## src/rtl/vector_alu_sequencer.sv

```systemverilog
// Vector ALU sequencer: issues one element per cycle from the VRF into the ALU
// and writes each result back to the VRF. Pipeline is read (RUN) -> ALU/write (stage 1).
module vector_alu_sequencer #(
    parameter int unsigned DW    = 32,
    parameter int unsigned AW    = 5,
    parameter int unsigned LW    = 6,
    parameter int unsigned VLMAX = 32
) (
    input  logic          clk,
    input  logic          rst,
    // Command handshake from issue
    input  logic          cmd_valid,
    output logic          cmd_ready,
    input  logic [2:0]    cmd_op,
    input  logic [LW-1:0] cmd_vlen,
    input  logic [AW-1:0] cmd_src1,
    input  logic [AW-1:0] cmd_src2,
    input  logic [AW-1:0] cmd_dst,
    // VRF read port (1-cycle registered latency)
    output logic          rf_rd_en,
    output logic [AW-1:0] rf_rd_addr1,
    output logic [AW-1:0] rf_rd_addr2,
    input  logic [DW-1:0] rf_rd_data1,
    input  logic [DW-1:0] rf_rd_data2,
    // ALU
    output logic          alu_ena,
    output logic [2:0]    alu_sel,
    output logic [DW-1:0] alu_a,
    output logic [DW-1:0] alu_b,
    input  logic [DW-1:0] alu_result,
    // VRF write port
    output logic          rf_wr_en,
    output logic [AW-1:0] rf_wr_addr,
    output logic [DW-1:0] rf_wr_data,
    // Status
    output logic          busy,
    output logic          done
);

    typedef enum logic [1:0] {StIdle, StRun, StDrain, StDone} state_e;

    localparam logic [LW-1:0] VlmaxL = LW'(VLMAX);

    state_e        state_q, state_d;
    logic [2:0]    op_q, op_d;
    logic [AW-1:0] src1_q, src1_d;
    logic [AW-1:0] src2_q, src2_d;
    logic [AW-1:0] dst_q, dst_d;
    logic [LW-1:0] n_q, n_d;
    logic [LW-1:0] i_q, i_d;
    logic          s1_v_q, s1_v_d;
    logic [AW-1:0] s1_idx_q, s1_idx_d;

    logic          accept;
    logic [LW-1:0] vlen_clamped;
    logic          last_issue;

    assign accept       = cmd_valid && (state_q == StIdle);
    assign vlen_clamped = (cmd_vlen > VlmaxL) ? VlmaxL : cmd_vlen;
    // Only meaningful in RUN, where n_q is known to be non-zero
    assign last_issue   = (i_q == n_q - LW'(1));

    // State register
    always_ff @(posedge clk) begin
        if (rst) begin
            state_q <= StIdle;
        end else begin
            state_q <= state_d;
        end
    end

    // Next-state logic
    always_comb begin
        state_d = state_q;
        unique case (state_q)
            StIdle: begin
                if (accept) begin
                    state_d = (vlen_clamped == '0) ? StDone : StRun;
                end
            end
            StRun: begin
                if (last_issue) begin
                    state_d = StDrain;
                end
            end
            StDrain: state_d = StDone;
            StDone:  state_d = StIdle;
            default: state_d = StIdle;
        endcase
    end

    // Command latch, element counter and stage-1 next values
    always_comb begin
        op_d     = op_q;
        src1_d   = src1_q;
        src2_d   = src2_q;
        dst_d    = dst_q;
        n_d      = n_q;
        i_d      = i_q;
        s1_v_d   = (state_q == StRun);
        s1_idx_d = s1_idx_q;
        if (accept) begin
            op_d   = cmd_op;
            src1_d = cmd_src1;
            src2_d = cmd_src2;
            dst_d  = cmd_dst;
            n_d    = vlen_clamped;
            i_d    = '0;
        end
        if (state_q == StRun) begin
            s1_idx_d = AW'(i_q);
            i_d      = i_q + LW'(1);
        end
    end

    // Datapath registers; reset aborts any in-flight element
    always_ff @(posedge clk) begin
        if (rst) begin
            op_q     <= '0;
            src1_q   <= '0;
            src2_q   <= '0;
            dst_q    <= '0;
            n_q      <= '0;
            i_q      <= '0;
            s1_v_q   <= 1'b0;
            s1_idx_q <= '0;
        end else begin
            op_q     <= op_d;
            src1_q   <= src1_d;
            src2_q   <= src2_d;
            dst_q    <= dst_d;
            n_q      <= n_d;
            i_q      <= i_d;
            s1_v_q   <= s1_v_d;
            s1_idx_q <= s1_idx_d;
        end
    end

    // Outputs: read issue in RUN, ALU/write driven straight from stage 1
    always_comb begin
        cmd_ready   = (state_q == StIdle);
        busy        = (state_q != StIdle);
        done        = (state_q == StDone);
        rf_rd_en    = (state_q == StRun);
        rf_rd_addr1 = rf_rd_en ? src1_q + AW'(i_q) : '0;
        rf_rd_addr2 = rf_rd_en ? src2_q + AW'(i_q) : '0;
        alu_ena     = s1_v_q;
        alu_sel     = s1_v_q ? op_q : 3'd0;
        alu_a       = s1_v_q ? rf_rd_data1 : '0;
        alu_b       = s1_v_q ? rf_rd_data2 : '0;
        rf_wr_en    = s1_v_q;
        rf_wr_addr  = s1_v_q ? dst_q + s1_idx_q : '0;
        rf_wr_data  = s1_v_q ? alu_result : '0;
    end

endmodule

```

## config.mk

```make
export PLATFORM = sky130hd
export DESIGN_NAME = vector_alu_sequencer
export DESIGN_NICKNAME = d
export VERILOG_FILES = /design/src/rtl/vector_alu_sequencer.sv
export SDC_FILE = /design/constraint.sdc
export NUM_CORES = 1
export LEC_CHECK = 0
export BUFFER_PORTS_ARGS = -buffer_cell sky130_fd_sc_hd__buf_4
export CAP_MARGIN = 10
export CELL_PAD_IN_SITES_DETAIL_PLACEMENT = 1
export CELL_PAD_IN_SITES_GLOBAL_PLACEMENT = 1
export CORE_ASPECT_RATIO = 0.5
export CORE_MARGIN = 2
export CORE_UTILIZATION = 25
export CTS_CLUSTER_SIZE = 20
export DETAILED_ROUTE_END_ITERATION = 16
export PLACE_DENSITY = 0.9
export SYNTH_ARGS = -nofsm -noshare
export SYNTH_HDL_FRONTEND = slang
export SYNTH_SLANG_ARGS = --single-unit
export TNS_END_PERCENT = 20
```

## constraint.sdc

```tcl
create_clock -name clk -period 2.7 [get_ports clk]
set_clock_uncertainty 0.05 [all_clocks]
set_input_delay 0.135 -clock clk [delete_from_list [all_inputs] [get_ports clk]]
set_output_delay 0.135 -clock clk [all_outputs]
set_load 0.01 [all_outputs]
```

* Word level (Yosys, flattened, before mapping) *
Index checks and enable logic that the tools add are counted.

operators by class
  reduce and logical (&&, ||, !) cells = 6
  order comparisons = 1
  $add $sub $neg = 5
  mux-type cells = 14
  equal/unequal tests = 6

operators with widths
  operator               number
  $mux W32               3
  $mux W6                3
  $add A5 B5 Y5          3
  $mux W5                3
  $pmux W2 S4            1
  $add A6 B1 Y6 const B  1
  $eq A6 B6 Y1           1
  $gt A6 B6 Y1 const B   1
  $logic_not A6 Y1       1
  $mux W2                3
  $sub A6 B1 Y6 const B  1
  $eq A2 B2 Y1 const B   2
  $ne A2 B1 Y1 const B   2
  $reduce_bool A2 Y1     2
  $mux W3                1
  $eq A2 B1 Y1 const B   1
  $logic_not A2 Y1       1
  $reduce_and A2 Y1      1
  $logic_and A1 B1 Y1    1

storage, ports and cells
  input port bits = 123
  output and inout bits = 120
  word-level logic and storage cells = 41
  register bits after elaboration = 38

* Longest topological paths before layout *
  word-level depth = 6
  gate-level depth with buffers = 8
  gate-level depth less buffers = 7

* Least setup slack after synthesis *
No wires, ideal clock.

  kind = reg-to-reg
  start point = register n_q[0]
  end point = register state_q[1]
  setup slack = 707 ps
  setup time = 95 ps
  data required time = 2555 ps
  path buffers = 0
  clock period less this slack = 1993 ps
  data arrival time = 1848 ps
  stages on the path, launching flop included = 8
  path through = dfxtp_1 > inv_1 > ha_1 > xnor2_1 > a211oi_2 > o211ai_1 > or4_4 > a221oi_1

on the way
  cells in the longest elaborated chain, start to end = 4

ends and longest elaborated chain
  element                             line  RTL
  from (decl)                         49    logic [LW-1:0] n_q, n_d;
  from (signal assigned)              132   n_q <= n_d;
  $sub A6 B1 Y6                       61    assign last_issue = (i_q == n_q - LW'(1));
  $eq A6 B6 Y1                        61
  $ne A2 B1 Y1 (no source line)       --
  $reduce_and A2 Y1 (no source line)  --
  to (signal assigned)                66    state_q <= StIdle;
  to (signal assigned)                68    state_q <= state_d;
  to (decl)                           44    state_e state_q, state_d;

Every way passes these cells.
A chain may end at the register's enable or synchronous reset.

* Worst setup path after layout *
  start point = register i_q[0]
  end point = output port rf_rd_addr2[4]

on the way
  cells in the longest elaborated chain, start to end = 2

ends and longest elaborated chain
  element                 line  RTL
  from (decl)             50    logic [LW-1:0] i_q, i_d;
  from (signal assigned)  133   i_q <= i_d;
  $add A5 B5 Y5           146   rf_rd_addr2 = rf_rd_en ? src2_q + AW'(i_q) : '0;
  $mux W5                 146
  to (decl)               22    output logic [AW-1:0] rf_rd_addr2,

Every way passes these cells.

==> flow_metrics.env <==
export IMPL_power_switching_w=0.00114
export IMPL_crit_type="flop to primary output"
export IMPL_timing_fmax_mhz=422
export IMPL_clock_sinks=38
export IMPL_seq_area_frac_synth_pct=26.6
export IMPL_synth_flop_cell="dfxtp_1"
export IMPL_post_route_period_util_pct=87.8
export IMPL_start_util_pct=25.8
export IMPL_path_delay_family="adder cells"
export IMPL_avgSynthCellArea_um2=7.74
export IMPL_htree_levels=2
export IMPL_die_area_um2=12400
export IMPL_async_flop_share_pct=0
export IMPL_stdcell_count=743
export IMPL_viasPerCell=4.49
export IMPL_cts_resized=0
export IMPL_hold_class="input pin to flop"
export IMPL_cts_buffers=5
export IMPL_grt_pass1_vias=3502
export IMPL_status="complete, no violations"
export IMPL_postCtsHoldBufs=0
export IMPL_drc=0
export IMPL_finalPower_w=0.00308
export IMPL_drv_slew=0
export IMPL_post_cts_buffers=0
export IMPL_place_congestion=0.799
export IMPL_tightest_slew_ns=0.645
export IMPL_cap_violations=0
export IMPL_die_w_um=155
export IMPL_fin_area_um2=4960
export IMPL_cp_max_fo=8
export IMPL_synth_cell_area_um2=2860
export IMPL_antenna_found_initial=0
export IMPL_grt_usage_pct=18.7
export IMPL_yosysWarnings=0
export IMPL_cp_arrival_ns=2.19
export IMPL_crit_path_end_kind="primary output"
export IMPL_cpPeakStageDelay_ns=0.43
export IMPL_grt_pass1_wl_um=18400
export IMPL_rsz0062_at_grt="no"
export IMPL_die_y_um=79.7
export IMPL_pwr_share_clk_pct=25.0
export IMPL_fin_crit_ns=2.37
export IMPL_crit_slowest_cell="fa_1"
export IMPL_synthToLayoutAreaGrowth_pct=73.2
export IMPL_dp_slack_ns=0.498
export IMPL_pwr_share_seq_pct=24.9
export IMPL_multi_input_area_um2=1940
export IMPL_rows=27
export IMPL_ir_worst_vdd_uv=281
export IMPL_clk_latency_ns=0.29
export IMPL_clockBufferDepth=2
export IMPL_synth_edff_count=0
export IMPL_pin_count=243
export IMPL_ff_latch_area_um2=762
export IMPL_dp_hpwl_um=9330
export IMPL_cp_data_required_time_ns=2.52
export IMPL_nets=741
export IMPL_dp_cells=735
export IMPL_drive_gt1_share_pct=43.8
export IMPL_syn_nets=514
export IMPL_syn_inst=370
export IMPL_cts_tree="built"
export IMPL_port_buffers=242
export IMPL_path_clk_slew_ns=0.06
export IMPL_grt_max_degree=47
export IMPL_dpl_instance_area_um2=4760
export IMPL_n_fill_cell=1358
export IMPL_worst_slack_ns=0.329
export IMPL_fp_coreArea_um2=11100
export IMPL_wl_per_cell_um=16.1
export IMPL_crit_chain="ha_1, fa_1, a21o_1, a21oi_1, xnor2_1, and2_1, buf_4"
export IMPL_first_pass_iters=4
export IMPL_routed_wl_um=11900
export IMPL_ant_nets=0
export IMPL_tns_ns=0
export IMPL_startpoint_type="flop"
export IMPL_setup_viol=0
export IMPL_grt_overflow=0
export IMPL_via_count=3335
export IMPL_netlist_cell_type_count=35
export IMPL_internal_power_w=0.00194
export IMPL_diodes=0
export IMPL_p_leak_nw=2.58
export IMPL_finalHoldViolCount=0
export IMPL_cp_num_buf_inv=1
export IMPL_ys_ff_latch=38
export IMPL_power_density_nw_per_um2=621
export IMPL_sw_frac_of_total_pct=37.0
export IMPL_maxSlewHeadroom_pct=57.0
export IMPL_clockRootBuffer="clkbuf_16"
export IMPL_drt_iter0_drc=96
export IMPL_pwr_share_comb_pct=50.1
[flip-flops by register name, indices dropped and copies added, names as in the netlist]
register  cells
alu_ena       1
s1_idx_q      5
state_q       2
src1_q        5
dst_q         5
n_q           6
i_q           6
src2_q        5
op_q          3
[final timing paths]
check                        startpoint                      end  slack (ns)  cells past startpoint
setup / recovery    i_q[0]$_SDFFE_PP0P_           rf_rd_addr2[4]        0.33                      7
hold / removal              cmd_src2[2]   src2_q[2]$_SDFFE_PP0P_        0.05                      3
setup reg to reg    n_q[0]$_SDFFE_PP0P_  state_q[0]$_SDFFE_PP0P_        0.35                      7
hold reg to reg   dst_q[2]$_SDFFE_PP0P_    dst_q[2]$_SDFFE_PP0P_        0.41                      2
[layout by cell type, fill, tap and decap left out]
master       n
mux2i_1      5
or4_4        1
clkbuf_16    5
xor2_1       9
nor2_1      16
ha_1        18
mux2_2       2
nor3b_1      1
a211oi_2     1
fa_1         3
o31ai_1      1
nand2_1     51
a21o_1       6
nor3_1       1
or4_1        1
nand3_1      1
nand2b_1     1
nor2b_1      1
clkinv_4     1
inv_1        5
xnor2_1     14
or2_2        1
dfxtp_2      1
a221oi_1     2
o211ai_1     2
buf_4      248
o311ai_0     1
a21oi_1     34
o21bai_1     1
nand3b_1     7
o21ai_0      1
and2_1     115
bufinv_16    2
dfxtp_1     37
a31oi_1      1
nand4_1      1
[power groups by stage]
stage          logic, W  clock network (W)  registers, W
3_3_place_gp    0.00148                  0      0.000772
2_1_floorplan  0.000857                  0      0.000725
6_report        0.00154           0.000769      0.000765
3_5_place_dp    0.00152                  0      0.000781
4_1_cts         0.00156           0.000785      0.000769
5_1_grt         0.00169           0.000799      0.000785
[layout make-up]
class | instances | area share, %
Multi-Input combinational cell | 299 | 39.1
Timing Repair Buffer | 248 | 37.6
Sequential cell | 38 | 15.4
Inverter | 5 | 0.379
Clock buffer | 5 | 2.52
Clock inverter | 3 | 1.39
Tap cell | 145 | 3.66
[synthesized netlist by cell type, drive strengths merged, types with 5 or more instances]
| cell | number | area [µm²] |
|---|---|---|
| nand3b | 7 | 52.6 |
| a21oi | 34 | 170 |
| clkbuf | 25 | 114 |
| inv | 5 | 18.8 |
| and2 | 115 | 719 |
| dfxtp | 38 | 761 |
| xor2 | 9 | 78.8 |
| nand2 | 51 | 191 |
| nor2 | 16 | 60.1 |
| ha | 18 | 225 |
| mux2i | 5 | 50.1 |
| a21o | 6 | 45.0 |
| xnor2 | 14 | 123 |
[cell families (layout without fill, tap and decap cells)]
kind of cell | Yosys count | in the layout | share of synthesized area, %
AND/OR/NAND/NOR | 198 | 198 | 37.9
AO/OA/AOI/OAI | 50 | 50 | 10.3
flip-flops | 38 | 38 | 26.6
buffers and inverters | 33 | 261 | 5.68
XOR/XNOR | 23 | 23 | 7.04
adder cells (fa/ha/maj) | 21 | 21 | 9.97
multiplexers | 7 | 7 | 2.53
[metrics by stage]
| stage | hold slack (ns) | utilization, % |
|---|---|---|
| 6_report | 0.0483 | 44.7 |
| 5_1_grt | 0.0478 | 44.7 |
| 4_1_cts | 0.0410 | 44.7 |
| 3_5_place_dp | 0.345 | 43.0 |
| 3_3_place_gp | 0.337 | 43.0 |
| 2_1_floorplan | 0.218 | - |
[worst register-to-register path, stage by stage (launching register included)]
cell,delay [ns]
dfxtp_1,0.39
inv_1,0.07
ha_1,0.25
xnor2_1,0.16
a211oi_2,0.30
o211ai_1,0.18
or4_4,0.54
a221oi_1,0.31
[routing by layer]
| metal | up-vias | GRT usage (%) | part of all wire [%] | routed length, µm |
|---|---|---|---|---|
| li1 | 1642 | - | - | - |
| met5 | - | 0 | 0 | 0 |
| met4 | 0 | 5.41 | 1.6 | 185 |
| met1 | 1590 | 19.9 | 40 | 4770 |
| met2 | 89 | 38.1 | 54 | 6440 |
| met3 | 14 | 3.15 | 4.5 | 538 |
Note: power is estimated with default switching activity, not from simulation.
